<file path="config.mk">
export PLATFORM = sky130hd
export DESIGN_NAME = i2c_master
export DESIGN_NICKNAME = d
export VERILOG_FILES = /design/src/rtl/i2c_master.sv
export SDC_FILE = /design/constraint.sdc
export NUM_CORES = 1
export LEC_CHECK = 0
export BUFFER_PORTS_ARGS = -buffer_cell sky130_fd_sc_hd__buf_2
export CAP_MARGIN = 25
export CORE_MARGIN = 2
export CORE_UTILIZATION = 50
export DETAILED_ROUTE_END_ITERATION = 8
export PLACE_DENSITY = 0.81
export SLEW_MARGIN = 15
export SYNTH_ARGS = -nofsm -noshare
export SYNTH_HDL_FRONTEND = slang
export SYNTH_SLANG_ARGS = --single-unit
</file>
<file path="constraint.sdc">
create_clock -name clock -period 2.8 [get_ports clock]
set_clock_uncertainty 0.1 [all_clocks]
set_input_delay 0.56 -clock clock [delete_from_list [all_inputs] [get_ports clock]]
set_output_delay 0.56 -clock clock [all_outputs]
set_load 0.02 [all_outputs]
</file>
<file path="src/rtl/i2c_master.sv">
// Single-byte I2C master: START, address+rw, ack, one data byte, ack/nack, STOP.
// SCL/SDA are registered open-drain levels derived from the next state.
module i2c_master #(
  parameter int CLK_DIV = 4
) (
  input  logic       clock,
  input  logic       reset,
  input  logic       SDA_in,
  output logic       SDA_out,
  output logic       SCL_out,
  input  logic       cmd_valid,
  output logic       cmd_ready,
  input  logic [6:0] addr,
  input  logic       rw,
  input  logic [7:0] data_in,
  output logic [7:0] data_out,
  output logic       done,
  output logic       ack_error,
  output logic       busy
);

  localparam int CW = (CLK_DIV > 1) ? $clog2(CLK_DIV) : 1;

  typedef enum logic [3:0] {
    IDLE, START, ADDR, ADDR_ACK, WRITE,
    WRITE_ACK, READ, READ_NACK, STOP
  } state_t;

  state_t          state, ns;
  logic [CW-1:0]   cnt, ncnt;
  logic [1:0]      q, nq;
  logic [2:0]      bitc, nbit;
  logic [6:0]      addr_q;
  logic            rw_q;
  logic [7:0]      data_q;
  logic [7:0]      rx;
  logic [7:0]      abyte;
  logic            sda_m, sda_s;
  logic            last_clk, slot_end, smp, accept;
  logic            scl_n, sda_n;

  assign cmd_ready = (state == IDLE) && !done;
  assign busy      = ~cmd_ready;
  assign accept    = cmd_valid && cmd_ready;
  assign last_clk  = (cnt == CW'(CLK_DIV - 1));
  assign slot_end  = last_clk && (q == 2'd3);
  assign smp       = last_clk && (q == 2'd2);
  assign abyte     = {addr_q, rw_q};

  always_comb begin
    ns   = state;
    nq   = q;
    ncnt = cnt;
    nbit = bitc;
    if (state == IDLE) begin
      if (accept) begin
        ns   = START;
        nq   = 2'd0;
        ncnt = '0;
        nbit = 3'd0;
      end
    end else begin
      ncnt = last_clk ? '0 : cnt + 1'b1;
      nq   = last_clk ? q + 2'd1 : q;
      if (slot_end) begin
        nbit = bitc + 3'd1;
        unique case (state)
          START:     begin ns = ADDR; nbit = 3'd0; end
          ADDR:      if (bitc == 3'd7) ns = ADDR_ACK;
          ADDR_ACK: begin
            nbit = 3'd0;
            ns   = ack_error ? STOP : (rw_q ? READ : WRITE);
          end
          WRITE:     if (bitc == 3'd7) ns = WRITE_ACK;
          WRITE_ACK: ns = STOP;
          READ:      if (bitc == 3'd7) ns = READ_NACK;
          READ_NACK: ns = STOP;
          STOP:      ns = IDLE;
          default:   ns = IDLE;
        endcase
      end
    end
  end

  // line levels for the cycle being entered
  always_comb begin
    scl_n = 1'b1;
    sda_n = 1'b1;
    unique case (ns)
      START: sda_n = !nq[1];
      ADDR: begin
        scl_n = nq[1];
        sda_n = abyte[~nbit];
      end
      WRITE: begin
        scl_n = nq[1];
        sda_n = data_q[~nbit];
      end
      ADDR_ACK, WRITE_ACK, READ, READ_NACK: scl_n = nq[1];
      STOP: begin
        scl_n = nq[1];
        sda_n = (nq == 2'd3);
      end
      default: ;
    endcase
  end

  always_ff @(posedge clock or posedge reset) begin
    if (reset) begin
      state     <= IDLE;
      cnt       <= '0;
      q         <= 2'd0;
      bitc      <= 3'd0;
      addr_q    <= 7'h00;
      rw_q      <= 1'b0;
      data_q    <= 8'h00;
      rx        <= 8'h00;
      data_out  <= 8'h00;
      done      <= 1'b0;
      ack_error <= 1'b0;
      SCL_out   <= 1'b1;
      SDA_out   <= 1'b1;
      sda_m     <= 1'b1;
      sda_s     <= 1'b1;
    end else begin
      state   <= ns;
      cnt     <= ncnt;
      q       <= nq;
      bitc    <= nbit;
      SCL_out <= scl_n;
      SDA_out <= sda_n;
      sda_m   <= SDA_in;
      sda_s   <= sda_m;
      done    <= (state == STOP) && slot_end;
      if (accept) begin
        addr_q    <= addr;
        rw_q      <= rw;
        data_q    <= data_in;
        ack_error <= 1'b0;
      end
      if (smp) begin
        if ((state == ADDR_ACK || state == WRITE_ACK) && sda_s)
          ack_error <= 1'b1;
        if (state == READ) begin
          rx <= {rx[6:0], sda_s};
          if (bitc == 3'd7)
            data_out <= {rx[6:0], sda_s};
        end
      end
    end
  end

endmodule

</file>
==> impl_metrics.env <==
export IMPL_drt_initial_drc_count=131
export IMPL_synthesis_nets=208
export IMPL_timing_hold_ws_ns=0.0986
export IMPL_cp_slowest_cell="or4_4"
export IMPL_drc=0
export IMPL_cts_buffers=5
export IMPL_synth_fa_ha_area_share_pct=2.77
export IMPL_finalCritPeriodShare_pct=89.7
export IMPL_holdBufCountCts=0
export IMPL_drv_slew=0
export IMPL_dieWidth_um=71.2
export IMPL_syn_inst=183
export IMPL_place_gp_congestion=0.887
export IMPL_h_tree_depth=2
export IMPL_p_per_area_mw_per_mm2=479
export IMPL_worstPathMaxFanout=11
export IMPL_rrSetupSlack_ns=0.29
export IMPL_clock_latency_ns=0.30
export IMPL_path_cells="or4_4 -> mux2i_4 -> a21oi_4 -> mux2i_1 -> a221oi_1 -> a211oi_1 -> o22ai_1"
export IMPL_fin_area_mm2=0.00265
export IMPL_worstMarginPinSlew_ns=0.538
export IMPL_final_nets=250
export IMPL_cts_resized=0
export IMPL_dp_hpwl_um=2950
export IMPL_syn_to_final_growth_pct=17.2
export IMPL_grt_pass1_wl_um=7000
export IMPL_coreArea_mm2=0.00435
export IMPL_avgRoutedWirePerCell_um=14.5
export IMPL_fin_crit_ns=2.51
export IMPL_yosysTopAreaCellShare_pct=48.7
export IMPL_yosysMostFrequentCell="dfrtp_1"
export IMPL_ys_seq_elements=48
export IMPL_synthDistinctLibCells=41
export IMPL_status="finished clean"
export IMPL_peakVddDrop_mv=0.376
export IMPL_vias=1559
export IMPL_leakage_uw=0.00134
export IMPL_ant_nets=0
export IMPL_hold_path_class="in -> async"
export IMPL_timing_rr_start="state[0]$_DFF_PP0_"
export IMPL_rows=24
export IMPL_worst_path_buf_inv=0
export IMPL_critPathRequiredTime_ns=2.92
export IMPL_reg2reg_depth=7
export IMPL_finalSetupViolCount=0
export IMPL_clkSinkCount=48
export IMPL_start_util_pct=51.9
export IMPL_portBuffers=33
export IMPL_worst_setup_path_end_kind="flop"
export IMPL_first_global_vias=1471
export IMPL_post_cts_buffers=0
export IMPL_critical_path_top_delay_family="compound AO/OA/AOI/OAI gates"
export IMPL_synth_common_cells="dfrtp_1 (44), mux2_2 (31), nand2_1 (11), mux2i_1 (9), nor2_1 (8)"
export IMPL_final_util_pct=60.8
export IMPL_critPathLaunchType="flop"
export IMPL_synth_xor_area_share_pct=0.388
export IMPL_crit_type="reg -> reg"
export IMPL_dpl_cell_area_mm2=0.00252
export IMPL_cp_arrival_ns=2.64
export IMPL_synth_area_mm2=0.00226
export IMPL_synth_edf_count=0
export IMPL_routed_wl_um=4030
export IMPL_synth_compound_area_share_pct=9.41
export IMPL_fp_dieArea_mm2=0.00507
export IMPL_drv_cap=0
export IMPL_ys_warn_count=0
export IMPL_clk_pin_slew_ns=0.09
export IMPL_antenna_found_initial=0
export IMPL_rsz0062_at_grt="false"
export IMPL_cts_tree="done"
export IMPL_synth_main_ff_cell="dfrtp_1"
export IMPL_max_freq_mhz=398
export IMPL_timing_setup_tns_ns=0
export IMPL_seq_area_frac_synth_pct=53.4
export IMPL_fp_dieH_um=71.2
export IMPL_synthSimpleGateAreaFrac_pct=10.7
export IMPL_grt_ovfl_total=0
export IMPL_grt_usage_pct=17.6
export IMPL_synth_top_family_by_area="multiplexers"
export IMPL_dr_pass1_iters=4
export IMPL_diodes=0
export IMPL_hold_viol=0
export IMPL_slew_headroom_pct=63.7
export IMPL_clockRootBuffer="clkbuf_8"
export IMPL_r2r_end="SDA_out$_DFF_PP1_"
export IMPL_cpPeakStageDelay_ns=0.57
export IMPL_synthMuxAreaShare_pct=20.4
export IMPL_viasPerCell=5.61
export IMPL_grt_start_max_net_pins=20
export IMPL_synthArstFlopShare_pct=100
export IMPL_post_synth_cell_area_avg_um2=12.3
export IMPL_clk_path_buf_depth=2
export IMPL_synth_area_top_cells="dfrtp_1 (49%), mux2_2 (15%), dfstp_2 (4.7%)"
export IMPL_drive_above_1_share_pct=42.0
export IMPL_yosysTopAreaCell="dfrtp_1"
export IMPL_io_pin_count=34
[layer usage]
metal	routed length [um]	track usage, %
met1	1840	25.5
met2	1940	26.1
met3	174	3.80
met4	68	6.71
met5	0	0
[through the flow]
step / cells / worst slack (ns) / total power (uW)
final: 278 / 0.289 / 1270
after global placement: 270 / 0.392 / 740
after global routing: 278 / 0.139 / 1320
after CTS: 278 / 0.289 / 1280
after detailed placement: 270 / 0.310 / 741
after floorplan: 183 / 0.558 / 721
[worst max-delay path by stage]
stage	slack, ns	cells after the start	endpoint	startpoint
2_1_floorplan	0.56	7	SDA_out$_DFF_PP1_	state[3]$_DFF_PP0_
6_report	0.29	7	SDA_out$_DFF_PP1_	state[0]$_DFF_PP0_
3_3_place_gp	0.39	7	SDA_out$_DFF_PP1_	state[0]$_DFF_PP0_
3_5_place_dp	0.31	7	SDA_out$_DFF_PP1_	state[0]$_DFF_PP0_
4_1_cts	0.29	7	SDA_out$_DFF_PP1_	state[0]$_DFF_PP0_
5_1_grt	0.14	7	SDA_out$_DFF_PP1_	state[0]$_DFF_PP0_
[cells by family (layout without fill, tap and decap cells)]
| group | Yosys count | count (layout) |
|---|---|---|
| AND/OR/NAND/NOR | 46 | 46 |
| flip-flops | 48 | 48 |
| adder cells (fa/ha/maj) | 5 | 5 |
| buffers and inverters | 15 | 58 |
| multiplexers | 41 | 41 |
| XOR/XNOR | 1 | 1 |
| AO/OA/AOI/OAI | 27 | 27 |
[worst register-to-register path: stages, from the launching register on]
cell,delay (ns)
dfrtp_1,0.51
or4_4,0.57
mux2i_4,0.23
a21oi_4,0.33
mux2i_1,0.25
a221oi_1,0.10
a211oi_1,0.25
o22ai_1,0.10
[sequential cells by signal (all words and copies together) (netlist names)]
| name | flops |
|---|---|
| SCL_out | 1 |
| SDA_out | 1 |
| ack_error | 1 |
| addr_q | 7 |
| bitc | 3 |
| cnt | 2 |
| data_out | 8 |
| data_q | 8 |
| done | 1 |
| q | 2 |
| rw_q | 1 |
| rx | 7 |
| sda_m | 1 |
| sda_s | 1 |
| state | 4 |
[placed cells by master (no fill, tap or decap), types with 2 or more instances in the layout]
cell,count
dfrtp_1,44
buf_2,33
mux2_2,31
nand2_1,11
mux2i_1,9
buf_4,9
nor2_1,8
clkbuf_8,7
inv_1,6
nand3_1,5
nand2b_1,5
a21oi_1,5
ha_1,5
dfstp_2,4
nor3_1,4
nand4_1,4
o31ai_1,3
o21ai_0,3
a211oi_1,3
nor2b_1,2
nor4_1,2
inv_2,2
[final cells by class]
cell class | count | area [um2]
Clock inverter | 1 | 30.0
Inverter | 8 | 30.0
Fill cell | 342 | 1710
Timing Repair Buffer | 42 | 233
Tap cell | 52 | 65.1
Multi-Input combinational cell | 120 | 988
Clock buffer | 7 | 96.3
Sequential cell | 48 | 1210
[power by group]
| group | total (uW) | switching (uW) | internal [uW] |
|---|---|---|---|
| sequential | 696 | 0.836 | 695 |
| combinational | 29.7 | 17.7 | 12.0 |
| clock | 543 | 227 | 315 |
Power figures use the tool's default switching activity.
